$ cat config.mk
export PLATFORM = sky130hd
export DESIGN_NAME = switch_allocator
export DESIGN_NICKNAME = d
export VERILOG_FILES = /design/src/rtl/noc_pkg.sv /design/src/rtl/rr_arbiter.sv /design/src/rtl/switch_allocator.sv
export SDC_FILE = /design/constraint.sdc
export NUM_CORES = 1
export LEC_CHECK = 0
export ABC_AREA = 1
export CORE_ASPECT_RATIO = 1.4
export CORE_MARGIN = 1.5
export CORE_UTILIZATION = 64
export CTS_CLUSTER_DIAMETER = 200
export DETAILED_ROUTE_END_ITERATION = 10
export PLACE_DENSITY = 0.84
export SYNTH_ARGS = -nofsm -noshare
export SYNTH_HDL_FRONTEND = slang
export SYNTH_HIERARCHICAL = 1
export SYNTH_SLANG_ARGS = --single-unit
$ cat constraint.sdc
create_clock -name clk -period 9.05 [get_ports clk]
set_input_delay 0.905 -clock clk [delete_from_list [all_inputs] [get_ports clk]]
set_output_delay 0.905 -clock clk [all_outputs]
set_load 0.01 [all_outputs]
$ cat src/rtl/noc_pkg.sv
// Shared router constants and port naming for the 5-port wormhole NoC.
// Every module in the router slice imports this package.
package noc_pkg;

  localparam int N_PORTS   = 5;
  localparam int BUF_DEPTH = 4;
  localparam int PORT_W    = $clog2(N_PORTS);
  localparam int CRED_W    = $clog2(BUF_DEPTH + 1);

  typedef enum logic [PORT_W-1:0] {
    NORTH = 3'd0,
    EAST  = 3'd1,
    SOUTH = 3'd2,
    WEST  = 3'd3,
    LOCAL = 3'd4
  } port_e;

endpackage

$ cat src/rtl/rr_arbiter.sv
// Combinational round-robin pick: the first request at or after ptr wins.
// The search wraps from the last port back to port 0.
module rr_arbiter
  import noc_pkg::*;
(
  input  logic [N_PORTS-1:0] req,
  input  logic [PORT_W-1:0]  ptr,
  output logic [N_PORTS-1:0] gnt,
  output logic [PORT_W-1:0]  idx,
  output logic               found
);

  always_comb begin
    int j;
    logic [PORT_W-1:0] jj;
    gnt   = '0;
    idx   = '0;
    found = 1'b0;
    j     = 0;
    jj    = '0;
    for (int k = 0; k < N_PORTS; k++) begin
      j = int'(ptr) + k;
      if (j >= N_PORTS) j = j - N_PORTS;
      jj = PORT_W'(j);
      if (!found && req[jj]) begin
        found   = 1'b1;
        idx     = jj;
        gnt[jj] = 1'b1;
      end
    end
  end

endmodule

$ cat src/rtl/switch_allocator.sv
// Output-port allocator for the wormhole router: per-output round-robin,
// head-to-tail locking and downstream credit tracking.
module switch_allocator
  import noc_pkg::*;
(
  input  logic                        clk,
  input  logic                        rst,
  input  logic [N_PORTS-1:0]          req_i,
  input  logic [N_PORTS*PORT_W-1:0]   req_dest_i,
  input  logic [N_PORTS-1:0]          head_i,
  input  logic [N_PORTS-1:0]          tail_i,
  input  logic [N_PORTS-1:0]          credit_i,
  output logic [N_PORTS-1:0]          grant_o,
  output logic [N_PORTS-1:0]          xbar_v_o,
  output logic [N_PORTS*PORT_W-1:0]   xbar_sel_o,
  output logic                        err_o
);

  logic [N_PORTS-1:0] lock_v;
  logic [PORT_W-1:0]  lock_own [N_PORTS];
  logic [PORT_W-1:0]  rr_ptr   [N_PORTS];
  logic [CRED_W-1:0]  cred     [N_PORTS];

  logic [PORT_W-1:0]  dest     [N_PORTS];
  logic [N_PORTS-1:0] req_ok;
  logic [N_PORTS-1:0] cand     [N_PORTS];
  logic [N_PORTS-1:0] arb_gnt  [N_PORTS];
  logic [PORT_W-1:0]  arb_idx  [N_PORTS];
  logic               arb_found[N_PORTS];

  logic [N_PORTS-1:0] out_v;
  logic [PORT_W-1:0]  out_idx  [N_PORTS];
  logic [N_PORTS-1:0] out_gnt  [N_PORTS];
  logic               err_set;

  // Out-of-range destinations are dropped here so no output ever sees them.
  always_comb begin
    for (int i = 0; i < N_PORTS; i++) begin
      dest[i]   = req_dest_i[i*PORT_W +: PORT_W];
      req_ok[i] = req_i[i] && (dest[i] < PORT_W'(N_PORTS));
    end
    for (int o = 0; o < N_PORTS; o++) begin
      for (int i = 0; i < N_PORTS; i++) begin
        cand[o][i] = req_ok[i] && head_i[i] && (dest[i] == PORT_W'(o));
      end
    end
  end

  for (genvar o = 0; o < N_PORTS; o++) begin : g_out
    rr_arbiter u_arb (
      .req   (cand[o]),
      .ptr   (rr_ptr[o]),
      .gnt   (arb_gnt[o]),
      .idx   (arb_idx[o]),
      .found (arb_found[o])
    );
  end

  // A locked output only listens to its owner's body/tail flits.
  always_comb begin
    logic [PORT_W-1:0] own;
    own        = '0;
    out_v      = '0;
    grant_o    = '0;
    xbar_v_o   = '0;
    xbar_sel_o = '0;
    for (int o = 0; o < N_PORTS; o++) begin
      out_idx[o] = '0;
      out_gnt[o] = '0;
      if (rst && (cred[o] != '0)) begin
        if (lock_v[o]) begin
          own = lock_own[o];
          if (req_ok[own] && !head_i[own] && (dest[own] == PORT_W'(o))) begin
            out_v[o]        = 1'b1;
            out_idx[o]      = own;
            out_gnt[o][own] = 1'b1;
          end
        end else if (arb_found[o]) begin
          out_v[o]   = 1'b1;
          out_idx[o] = arb_idx[o];
          out_gnt[o] = arb_gnt[o];
        end
      end
      grant_o                         = grant_o | out_gnt[o];
      xbar_v_o[o]                     = out_v[o];
      xbar_sel_o[o*PORT_W +: PORT_W]  = out_idx[o];
    end
  end

  always_comb begin
    err_set = 1'b0;
    for (int i = 0; i < N_PORTS; i++) begin
      if (req_i[i]) begin
        if (!req_ok[i]) begin
          err_set = 1'b1;
        end else if (lock_v[dest[i]] && (lock_own[dest[i]] == PORT_W'(i))) begin
          if (head_i[i]) err_set = 1'b1;
        end else if (!head_i[i]) begin
          err_set = 1'b1;
        end
      end
    end
    for (int o = 0; o < N_PORTS; o++) begin
      if (credit_i[o] && (cred[o] == CRED_W'(BUF_DEPTH)) && !out_v[o]) err_set = 1'b1;
    end
  end

  always_ff @(posedge clk) begin
    if (!rst) begin
      lock_v <= '0;
      err_o  <= 1'b0;
      for (int o = 0; o < N_PORTS; o++) begin
        lock_own[o] <= '0;
        rr_ptr[o]   <= '0;
        cred[o]     <= CRED_W'(BUF_DEPTH);
      end
    end else begin
      for (int o = 0; o < N_PORTS; o++) begin
        if (out_v[o]) begin
          if (!lock_v[o]) begin
            rr_ptr[o] <= (arb_idx[o] == PORT_W'(N_PORTS - 1)) ? '0 : arb_idx[o] + 1'b1;
            if (!tail_i[arb_idx[o]]) begin
              lock_v[o]   <= 1'b1;
              lock_own[o] <= arb_idx[o];
            end
          end else if (tail_i[lock_own[o]]) begin
            lock_v[o] <= 1'b0;
          end
        end
        // A returned credit with a full counter is a downstream bug; hold at max.
        if (out_v[o] && !credit_i[o]) begin
          cred[o] <= cred[o] - 1'b1;
        end else if (!out_v[o] && credit_i[o] && (cred[o] != CRED_W'(BUF_DEPTH))) begin
          cred[o] <= cred[o] + 1'b1;
        end
      end
      if (err_set) err_o <= 1'b1;
    end
  end

endmodule

==> flow_summary.toml, run 1 <==
[synthesis]
synth_fp_nets = 2142
synthTopCellsByArea = "nand2_1 (17%), edfxtp_1 (11%), nand3_1 (9.2%), nor2_1 (8.5%), inv_1 (6.5%)"
synth_flop_cell = "edfxtp_1"
synth_cell_types = 58
synth-edff-count = 45
yosys.area.top_type = "nand2_1"
synthArstFlopShare = 0
synth.top_cell.area_share = 0.175
synthCells = 2043
ys_seq_area_frac = 0.124
synth_seq_cells = 51
syn_area_um2 = 11900
yosysWarnings = 6
avgSynthCellArea_um2 = 5.83

[min_path]
hold_depth = 1
holdCritStartpoint = "cred[4][0]"
hold_path.class = "reg2reg"

[clocking]
cts.path.max_buffers = 2
cts_resized = 0
path_clk_slew_ns = 0.08
clockRootBuffer = "clkbuf_16"
cts_tree = "built"
post_cts_buffers = 0
cts-htree-levels = 2
hold_buffers = 0
cts_buffers = 5
clock-sinks = 51
clk_latency_ns = 0.31

[cells_and_area]
final_nets = 2183
drive_above_1_share = 0.119
fillers = 1614
syn_to_final_growth_pct = 7.23
antennaDiodeCount = 0

[setup_path]
critical_path.max_stage_delay_ns = 0.74
endpoint_kind = "output port"
worstPathMaxFanout = 10
reg2regPathDepth = 20
path_class = "in2out"
critical_path_required_ns = 8.15
cp.arrival_ns = 5.86
setup.worst_path.start = "req_dest_i[3]"
reg2reg_from = "rr_ptr[0][3]"
critPathLaunchType = "primary input"
crit_top_cell = "nor2_1"
critPathSlowestCell = "nor3_1"

[place]
dp_hpwl_um = 33500
finalWeightedCongestion = 1.10
portBuffers = 62

[global_routing]
gr-total-overflow = 0
grt_util_all_layers = 0.415
antenna_found_initial = 0
grt_pass1_vias = 13000
grt_max_degree = 22
grt_pass1_wl_um = 65300

[detailed_routing]
via_per_inst = 6.21
first_pass_iters = 8
routed_wl_um = 41500
wire_per_inst_um = 17.8
vias = 14400
drtAntennaViolNets = 0
drc = 0
drt_iter0_markers = 1945

[sta]
hold_viol_final = 0
worstMarginPinSlew_ns = 1.34
post-route-period-util = 0.748
slew-limit-headroom = 0.102
clock-skew-final_ns = 0.00999
setup_viol = 0
drv_slew = 0
clock.fmax_ghz = 0.148
rsz0062_at_grt = "no"
period_needed_ns = 6.77
final.setup.tns_ns = 0

[floorplanning]
core_um2 = 18100
dieHeight_um = 164
die_w_um = 118
initial_utilization = 0.659
die-area_um2 = 19500
ios = 63
num_rows = 58

[job]
drv_cap = 0

[status]
status = "finished clean"
per-stage QoR:
stage / hold WS [ns] / util / setup slack [ns] / instances / cell area, um^2
6_report: 0.617 / 0.707 / 2.28 / 2325 / 12800
5_1_grt: 0.663 / 0.707 / 2.09 / 2325 / 12800
3_3_place_gp: 0.588 / 0.698 / 2.64 / 2317 / 12600
4_1_cts: 0.626 / 0.707 / 2.53 / 2325 / 12800
2_1_floorplan: 0.559 / - / 4.56 / 2043 / 11900
3_5_place_dp: 0.614 / 0.698 / 2.56 / 2317 / 12600
worst paths after layout:
| kind | end | slack (ns) |
|---|---|---|
| hold reg to reg | cred[4][0] | 0.62 |
| hold / removal | cred[4][0] | 0.62 |
| setup reg to reg | lock_own[0][0] | 3.35 |
| setup / recovery | grant_o[1] | 2.28 |
cells in the final DEF, fill, tap and decap left out, types with 19 or more instances in the layout:
cell / n
nand2_1: 554
nor2_1: 270
nand3_1: 218
inv_1: 205
a21oi_1: 97
o21ai_0: 96
nand4_1: 64
clkdlybuf4s50_1: 62
ha_1: 53
nand2_2: 52
inv_2: 51
edfxtp_1: 45
nand3_2: 35
nor3_1: 32
nand2_4: 24
o21ai_1: 21
nor2_4: 20
nor2_2: 19
synth_stat cells, types with 4 or more instances:
master,n
o211ai_1,15
o22ai_1,7
nand2_2,52
o21ai_2,5
nand2_4,24
nand3_1,218
clkinv_2,4
a21oi_1,97
o21ai_0,96
o2111ai_1,5
nand3_2,35
nand3b_1,6
inv_1,205
fa_1,9
a21oi_4,4
nor4_1,4
ha_1,53
nor2_1,270
a211oi_1,16
inv_2,51
xnor2_1,7
edfxtp_1,45
nand3_4,7
xor2_1,16
nand2_1,554
o21ai_1,21
o31ai_1,4
a22oi_1,4
nor3_1,32
buf_6,11
nor2_4,20
buf_2,8
nand4_1,64
dfxtp_1,6
clkbuf_1,8
and2_1,4
xor2_2,9
nor2_2,19
layout make-up:
cell class | instances | area, um^2 | area share
sequential | 51 | 1470 | 0.115
timing repair buffer | 64 | 636 | 0.0498
clock buffer | 5 | 125 | 0.00980
clock inverter | 3 | 26.3 | 0.00206
tap | 240 | 300 | 0.0235
inverter | 261 | 987 | 0.0773
multi-input combinational | 1701 | 9230 | 0.722
flip-flops by register name, summed over array words and instances, names as in the netlist:
name	flops
lock_v	5
rr_ptr	15
err_o	1
lock_own	15
cred	15
critical path: cells and delay by family:
family | cells | cell delay, ns
AOI/OAI and AO/OA | 5 | 0.68
buffers and inverters | 4 | 1.50
and+or+nand+nor | 16 | 2.75
routing by layer:
layer / GRT usage / vias up / share of wire
met1: 0.523 / 6532 / 0.39
li1: - / 6838 / -
met2: 0.694 / 890 / 0.46
met4: 0.214 / 0 / 0.055
met5: 0 / - / 0
met3: 0.0563 / 185 / 0.098
kinds of logic after synthesis:
kind of cell               synth area share
and+or+nand+nor                       0.532
buffers and inverters                 0.102
AOI/OAI and AO/OA                     0.140
adders and majority gates            0.0708
DFF                                   0.124
xor gates and xnor gates             0.0315
Power of run 1 is left out: the tool's default activity adds up to more than one toggle a clock period on the data nets, which glitch-free logic cannot reach.
==> inputs of run 2 (changes only) <==
--- a/config.mk
+++ b/config.mk
@@ -8,10 +8,10 @@
 export ABC_AREA = 1
 export CORE_ASPECT_RATIO = 1.4
 export CORE_MARGIN = 1.5
-export CORE_UTILIZATION = 64
+export CORE_UTILIZATION = 57
 export CTS_CLUSTER_DIAMETER = 200
 export DETAILED_ROUTE_END_ITERATION = 10
-export PLACE_DENSITY = 0.84
+export PLACE_DENSITY = 0.79
 export SYNTH_ARGS = -nofsm -noshare
 export SYNTH_HDL_FRONTEND = slang
 export SYNTH_HIERARCHICAL = 1
==> constraint.sdc (replaced) <==
create_clock -name clk -period 5.4 [get_ports clk]
set_input_delay 0.54 -clock clk [delete_from_list [all_inputs] [get_ports clk]]
set_output_delay 0.54 -clock clk [all_outputs]
set_load 0.01 [all_outputs]
==> run 2 against run 1 <==
  * Final cell count increased by 2.5%
  * Routed wire length increased by 4.1%
  * Critical path depth grew 1
  * Register-to-register slack worse by 2.7 ns
  * Clock skew fell by 0.0019 ns
  * Final area rose by 2.9%
  * Global-route usage is 3.0 points lower
  * First-iteration DRC count decreased by 17%
  * Sequential share of layout area fell by 0.32 points
  * Flip-flop and latch count unchanged
  * Hold slack worse by 0.026 ns
  * Largest cell class unchanged
==> flow_summary.toml, run 2 (synthesis results as in run 1) <==
[min_path]
hold_path_end = "cred[4][0]"
hold_path.class = "reg2reg"
hold_depth = 1
holdCritStartpoint = "cred[4][0]"

[global_routing]
grt_util_all_layers = 0.385
grt_pass1_wl_um = 68100
antenna_found_initial = 0
grt_max_degree = 20
gr-total-overflow = 0
grt_pass1_vias = 13300

[setup_path]
critical_path_required_ns = 4.86
critPathSlowestCell = "clkdlybuf4s50_1"
r2r_slack_ns = 0.66
crit_top_cell = "o21ai_0"
critical_path.max_stage_delay_ns = 0.57
worstPathMaxFanout = 7
path_class = "in2out"
reg2regPathDepth = 24
r2r-end = "lock_own[3][2]"
endpoint_kind = "output port"
reg2reg_from = "rr_ptr[0][12]"
cp.arrival_ns = 4.63
critPathLaunchType = "primary input"

[sta]
slew-limit-headroom = 0.470
drv_slew = 0
post-route-period-util = 0.958
worstMarginPinSlew_ns = 0.792
clock.fmax_ghz = 0.193
hold_viol_final = 0
holdWs_ns = 0.591
setup_viol = 0
clock-skew-final_ns = 0.00806
period_needed_ns = 5.17

[detailed_routing]
first_pass_iters = 6
vias = 14400
drt_iter0_markers = 1612
via_per_inst = 6.06
wire_per_inst_um = 18.1
drc = 0
routed_wl_um = 43200
drtAntennaViolNets = 0

[clocking]
cts_buffers = 5
clockRootBuffer = "clkbuf_16"
path_clk_slew_ns = 0.07
clk_latency_ns = 0.30
cts.path.max_buffers = 2
hold_buffers = 0
clock-sinks = 51
cts_tree = "built"
cts-htree-levels = 2

[cells_and_area]
stdcell_count = 2383
final_nets = 2225
syn_to_final_growth_pct = 10.3
final_common_cell = "nand2_1"
drive_above_1_share = 0.142
design_area_um2 = 13100
final_cell_mix = "nand2_1 (554), nor2_1 (265), nand3_1 (218)"
antennaDiodeCount = 0
reg_top3 = "cred (15), lock_own (15), rr_ptr (15)"

[floorplanning]
num_rows = 62
die_w_um = 125
core_um2 = 20500
ios = 63
initial_utilization = 0.582
dieHeight_um = 174
die-area_um2 = 21800

[place]
finalWeightedCongestion = 1.09
portBuffers = 62
placed_cell_area_um2 = 12900
dp_cells = 2373
dp_hpwl_um = 35300

[status]
status = "finished clean"

[job]
drv_cap = 0
[run 2: changes by cell type in the layout (fill, tap and decap cells not counted), sizes merged]
cell	delta
inv	-2
clkdlybuf4s50	-2
buf	+42
dlymetal6s2s	+2
clkinvlp	+2
[run 2: area by class of cell]
cell class / instances / area, um^2
multi-input cells: 1701 / 9260
fillers: 2052 / 7340
flip-flops and latches: 51 / 1470
inverters: 261 / 987
repair buffers: 106 / 956
well taps: 256 / 320
clock buffers: 5 / 125
clock inverters: 3 / 20.0
[run 2: how the worst max path moves through the flow]
stage / start / end / slack, ns / depth (start not counted)
floorplan: rr_ptr[0][3] / lock_own[4][0] / 1.46 / 26
global route: req_dest_i[10] / grant_o[1] / -0.002 / 28
global placement: req_dest_i[1] / grant_o[3] / 0.17 / 25
detailed placement: req_dest_i[1] / grant_o[3] / 0.09 / 25
CTS: req_dest_i[1] / grant_o[1] / 0.06 / 25
finish: req_dest_i[5] / grant_o[1] / 0.23 / 26
[run 2: per-stage QoR]
stage,utilization,TNS [ns],setup slack (ns)
after floorplan,-,0,1.46
after global placement,0.632,0,0.170
after detailed placement,0.632,0,0.0867
after CTS,0.639,0,0.0646
after global routing,0.641,-0.00189,-0.00189
final,0.641,0,0.226
[run 2: metal layers]
| metal | up-vias | global-route usage | routed length (um) |
|---|---|---|---|
| li1 | 6928 | - | - |
| met1 | 6553 | 0.481 | 16900 |
| met2 | 776 | 0.640 | 20100 |
| met3 | 177 | 0.0517 | 3550 |
| met4 | 0 | 0.208 | 2660 |
| met5 | - | 0 | 0 |
[run 2: repair_timing]
| item | 4_1_cts | 5_1_grt |
|---|---|---|
| resized for setup | 0 | 14 |
| setup buffers | 0 | 2 |
| setup endpoints to repair | 0 | 11 |
[run 2: critical path, delay by kind of cell]
family / cells / cell delay (ns)
AO/OA/AOI/OAI: 5 / 0.66
AND/OR/NAND/NOR: 16 / 1.92
buffers and inverters: 5 / 1.49
Power of run 2 is left out for the same reason.
==> inputs of run 3 (changes only) <==
--- a/config.mk
+++ b/config.mk
@@ -5,13 +5,12 @@
 export SDC_FILE = /design/constraint.sdc
 export NUM_CORES = 1
 export LEC_CHECK = 0
-export ABC_AREA = 1
 export CORE_ASPECT_RATIO = 1.4
 export CORE_MARGIN = 1.5
-export CORE_UTILIZATION = 57
+export CORE_UTILIZATION = 58
 export CTS_CLUSTER_DIAMETER = 200
 export DETAILED_ROUTE_END_ITERATION = 10
-export PLACE_DENSITY = 0.79
+export PLACE_DENSITY = 0.8
 export SYNTH_ARGS = -nofsm -noshare
 export SYNTH_HDL_FRONTEND = slang
 export SYNTH_HIERARCHICAL = 1
==> run 3 against run 2 <==
  * Hold slack better by 0.057 ns
  * Routed wire length up 11%
  * Utilization up 2.3 points
  * Critical path type is now reg2out
  * Critical endpoint unchanged
==> flow_summary.toml, run 3 <==
[synthesis]
synth_xor_xnor_area_share = 0.0263
synth_common_cells = "nand2_1 (141), nor2_1 (135), a21oi_1 (82), inv_1 (79), nand2b_1 (58)"
synthArstFlopShare = 0
synthCells = 1631
yosysWarnings = 6
synth_flop_cell = "edfxtp_1"
synth_seq_cells = 51
synth_fp_nets = 1730
avgSynthCellArea_um2 = 7.76
ys_seq_area_frac = 0.116
synth-compound-area-share = 0.317
yosys.area.top_type = "edfxtp_1"
synth-simple-area-share = 0.308
synth.most_common_cell = "nand2_1"
synthMuxAreaShare = 0.0964
synthTopCellsByArea = "edfxtp_1 (11%), ha_1 (5.2%), mux2i_1 (4.2%), nand2_1 (4.2%), nor2_1 (4.0%)"
syn_area_um2 = 12700
synth.top_cell.area_share = 0.107
synth_cell_types = 124
synthAdderAreaFrac = 0.0666
synth_top_family_by_area = "compound AO/OA/AOI/OAI gates"
synth-edff-count = 45

[global_routing]
antenna_found_initial = 0
gr-total-overflow = 0
grt_pass1_wl_um = 73600
grt_pass1_vias = 13500
grt_max_degree = 28
grt_util_all_layers = 0.413

[floorplanning]
die-area_um2 = 22700
die_w_um = 128
core_um2 = 21300
ios = 63
num_rows = 63
dieHeight_um = 178
initial_utilization = 0.595

[cells_and_area]
antennaDiodeCount = 0
drive_above_1_share = 0.179
final_common_cell = "nand2_1"
design_area_um2 = 14100
final_nets = 1821
stdcell_count = 1983
syn_to_final_growth_pct = 11.6
final_cell_mix = "nand2_1 (141), nor2_1 (135), buf_4 (115)"
fillers = 1873
reg_top3 = "cred (15), lock_own (15), rr_ptr (15)"

[sta]
final.setup.tns_ns = 0
period_needed_ns = 5.30
hold_viol_final = 0
setup_viol = 0
slew-limit-headroom = 0.293
drv_slew = 0
post-route-period-util = 0.982
clock-skew-final_ns = 0.00700
worstMarginPinSlew_ns = 1.05
rsz0062_at_grt = "yes"
clock.fmax_ghz = 0.189

[detailed_routing]
wire_per_inst_um = 24.1
routed_wl_um = 47700
drtAntennaViolNets = 0
drt_iter0_markers = 1342
first_pass_iters = 6
drc = 0
via_per_inst = 7.17
vias = 14200

[setup_path]
critical_path_required_ns = 4.86
endpoint_kind = "output port"
critPathSlowestCell = "edfxtp_1"
r2r-end = "lock_own[2][1]"
reg2regPathDepth = 15
cp-endpoint = "grant_o[1]"
path_cells = "buf_4, ha_1, a21oi_2, mux2_4, mux2i_1, o22ai_2, nand2b_4, nor4b_4, nand3_1, o221ai_1, a21oi_1, o22ai_1, a211o_1, clkdlybuf4s50_1"
reg2reg_from = "rr_ptr[0][7]"
r2r_slack_ns = 0.50
critical_path.max_stage_delay_ns = 0.56
setup.worst_path.start = "rr_ptr[0][7]"
worstPathMaxFanout = 11
path_buf_inv = 2
cp.arrival_ns = 4.76
critPathLaunchType = "flip-flop"
worstSetupPathDepth = 14
crit_family = "compound AO/OA/AOI/OAI gates"
path_class = "reg2out"

[place]
dp_cells = 1960
finalWeightedCongestion = 1.06
dp_hpwl_um = 37500
portBuffers = 62
placed_cell_area_um2 = 13800

[clocking]
path_clk_slew_ns = 0.07
cts_buffers = 5
clockRootBuffer = "clkbuf_16"
clock-sinks = 51
cts.path.max_buffers = 2
clk_latency_ns = 0.30
cts-htree-levels = 2
cts_tree = "built"

[min_path]
hold_path.class = "reg2reg"

[status]
status = "finished clean"

[job]
drv_cap = 0
run 3: cell count changes after synthesis, sizes merged, moves of 40 or more:
cell    before  now
buf         21   64
nand2      631  141
a31oi        2   42
inv        257   88
mux2i        0   57
nand2b       0   63
nor2       309  135
o21ai      122   65
nand3      260   55
run 3: repair_timing:
action                                  in CTS  in global routing
resized for setup                            5                 10
pin swaps                                    0                  2
hold buffers                                 0                  0
endpoints found under the setup margin       1                  9
buffers inserted                             1                 14
run 3: per-layer routing:
metal / global-route usage / wire length, um / vias to the layer above
met3: 0.0555 / 4110 / 227
met4: 0.280 / 3710 / 0
li1: - / - / 6408
met2: 0.711 / 22700 / 795
met1: 0.474 / 17200 / 6787
met5: 0 / 0 / -
run 3: worst register-to-register path: cells and delay by family, from the launching register on:
kind,cells,cell delay (ns)
AO/OA/AOI/OAI,6,1.39
multiplexers,3,1.19
AND/OR/NAND/NOR,3,0.85
flip-flops,1,0.56
buffers and inverters,2,0.41
adder cells (fa/ha/maj),1,0.35
run 3: area by class of cell:
cell class / count / area [um^2] / area share
Clock inverter: 1 / 8.76 / 0.000620
Inverter: 89 / 338 / 0.0239
Sequential cell: 51 / 1470 / 0.104
Multi-Input combinational cell: 1398 / 10400 / 0.733
Timing Repair Buffer: 177 / 1480 / 0.105
Tap cell: 260 / 325 / 0.0230
Clock buffer: 7 / 143 / 0.0101
run 3: logic make-up after synthesis:
kind of cell / count (synthesis)
adders and majority gates: 62
and+or+nand+nor: 676
DFF: 51
buffers and inverters: 182
xor gates and xnor gates: 38
AOI/OAI and AO/OA: 523
muxes: 99
run 3: through the flow:
stage | worst slack [ns] | hold slack, ns | utilization
4_1_cts | 0.119 | 0.648 | 0.657
5_1_grt | -0.0573 | 0.689 | 0.664
2_1_floorplan | 0.839 | 0.599 | -
3_5_place_dp | 0.178 | 0.638 | 0.649
3_3_place_gp | 0.164 | 0.625 | 0.649
6_report | 0.0965 | 0.648 | 0.664
run 3: worst min-delay path by stage:
stage | startpoint | end | slack [ns] | cells past startpoint
final | cred[2][0] | cred[2][0] | 0.65 | 1
after global routing | cred[3][0] | cred[3][0] | 0.69 | 1
after CTS | cred[1][0] | cred[1][0] | 0.65 | 1
after detailed placement | cred[1][0] | cred[1][0] | 0.64 | 1
after global placement | cred[0][0] | cred[0][0] | 0.62 | 1
after floorplan | cred[0][0] | cred[0][0] | 0.60 | 1
Power of run 3 is left out for the same reason.
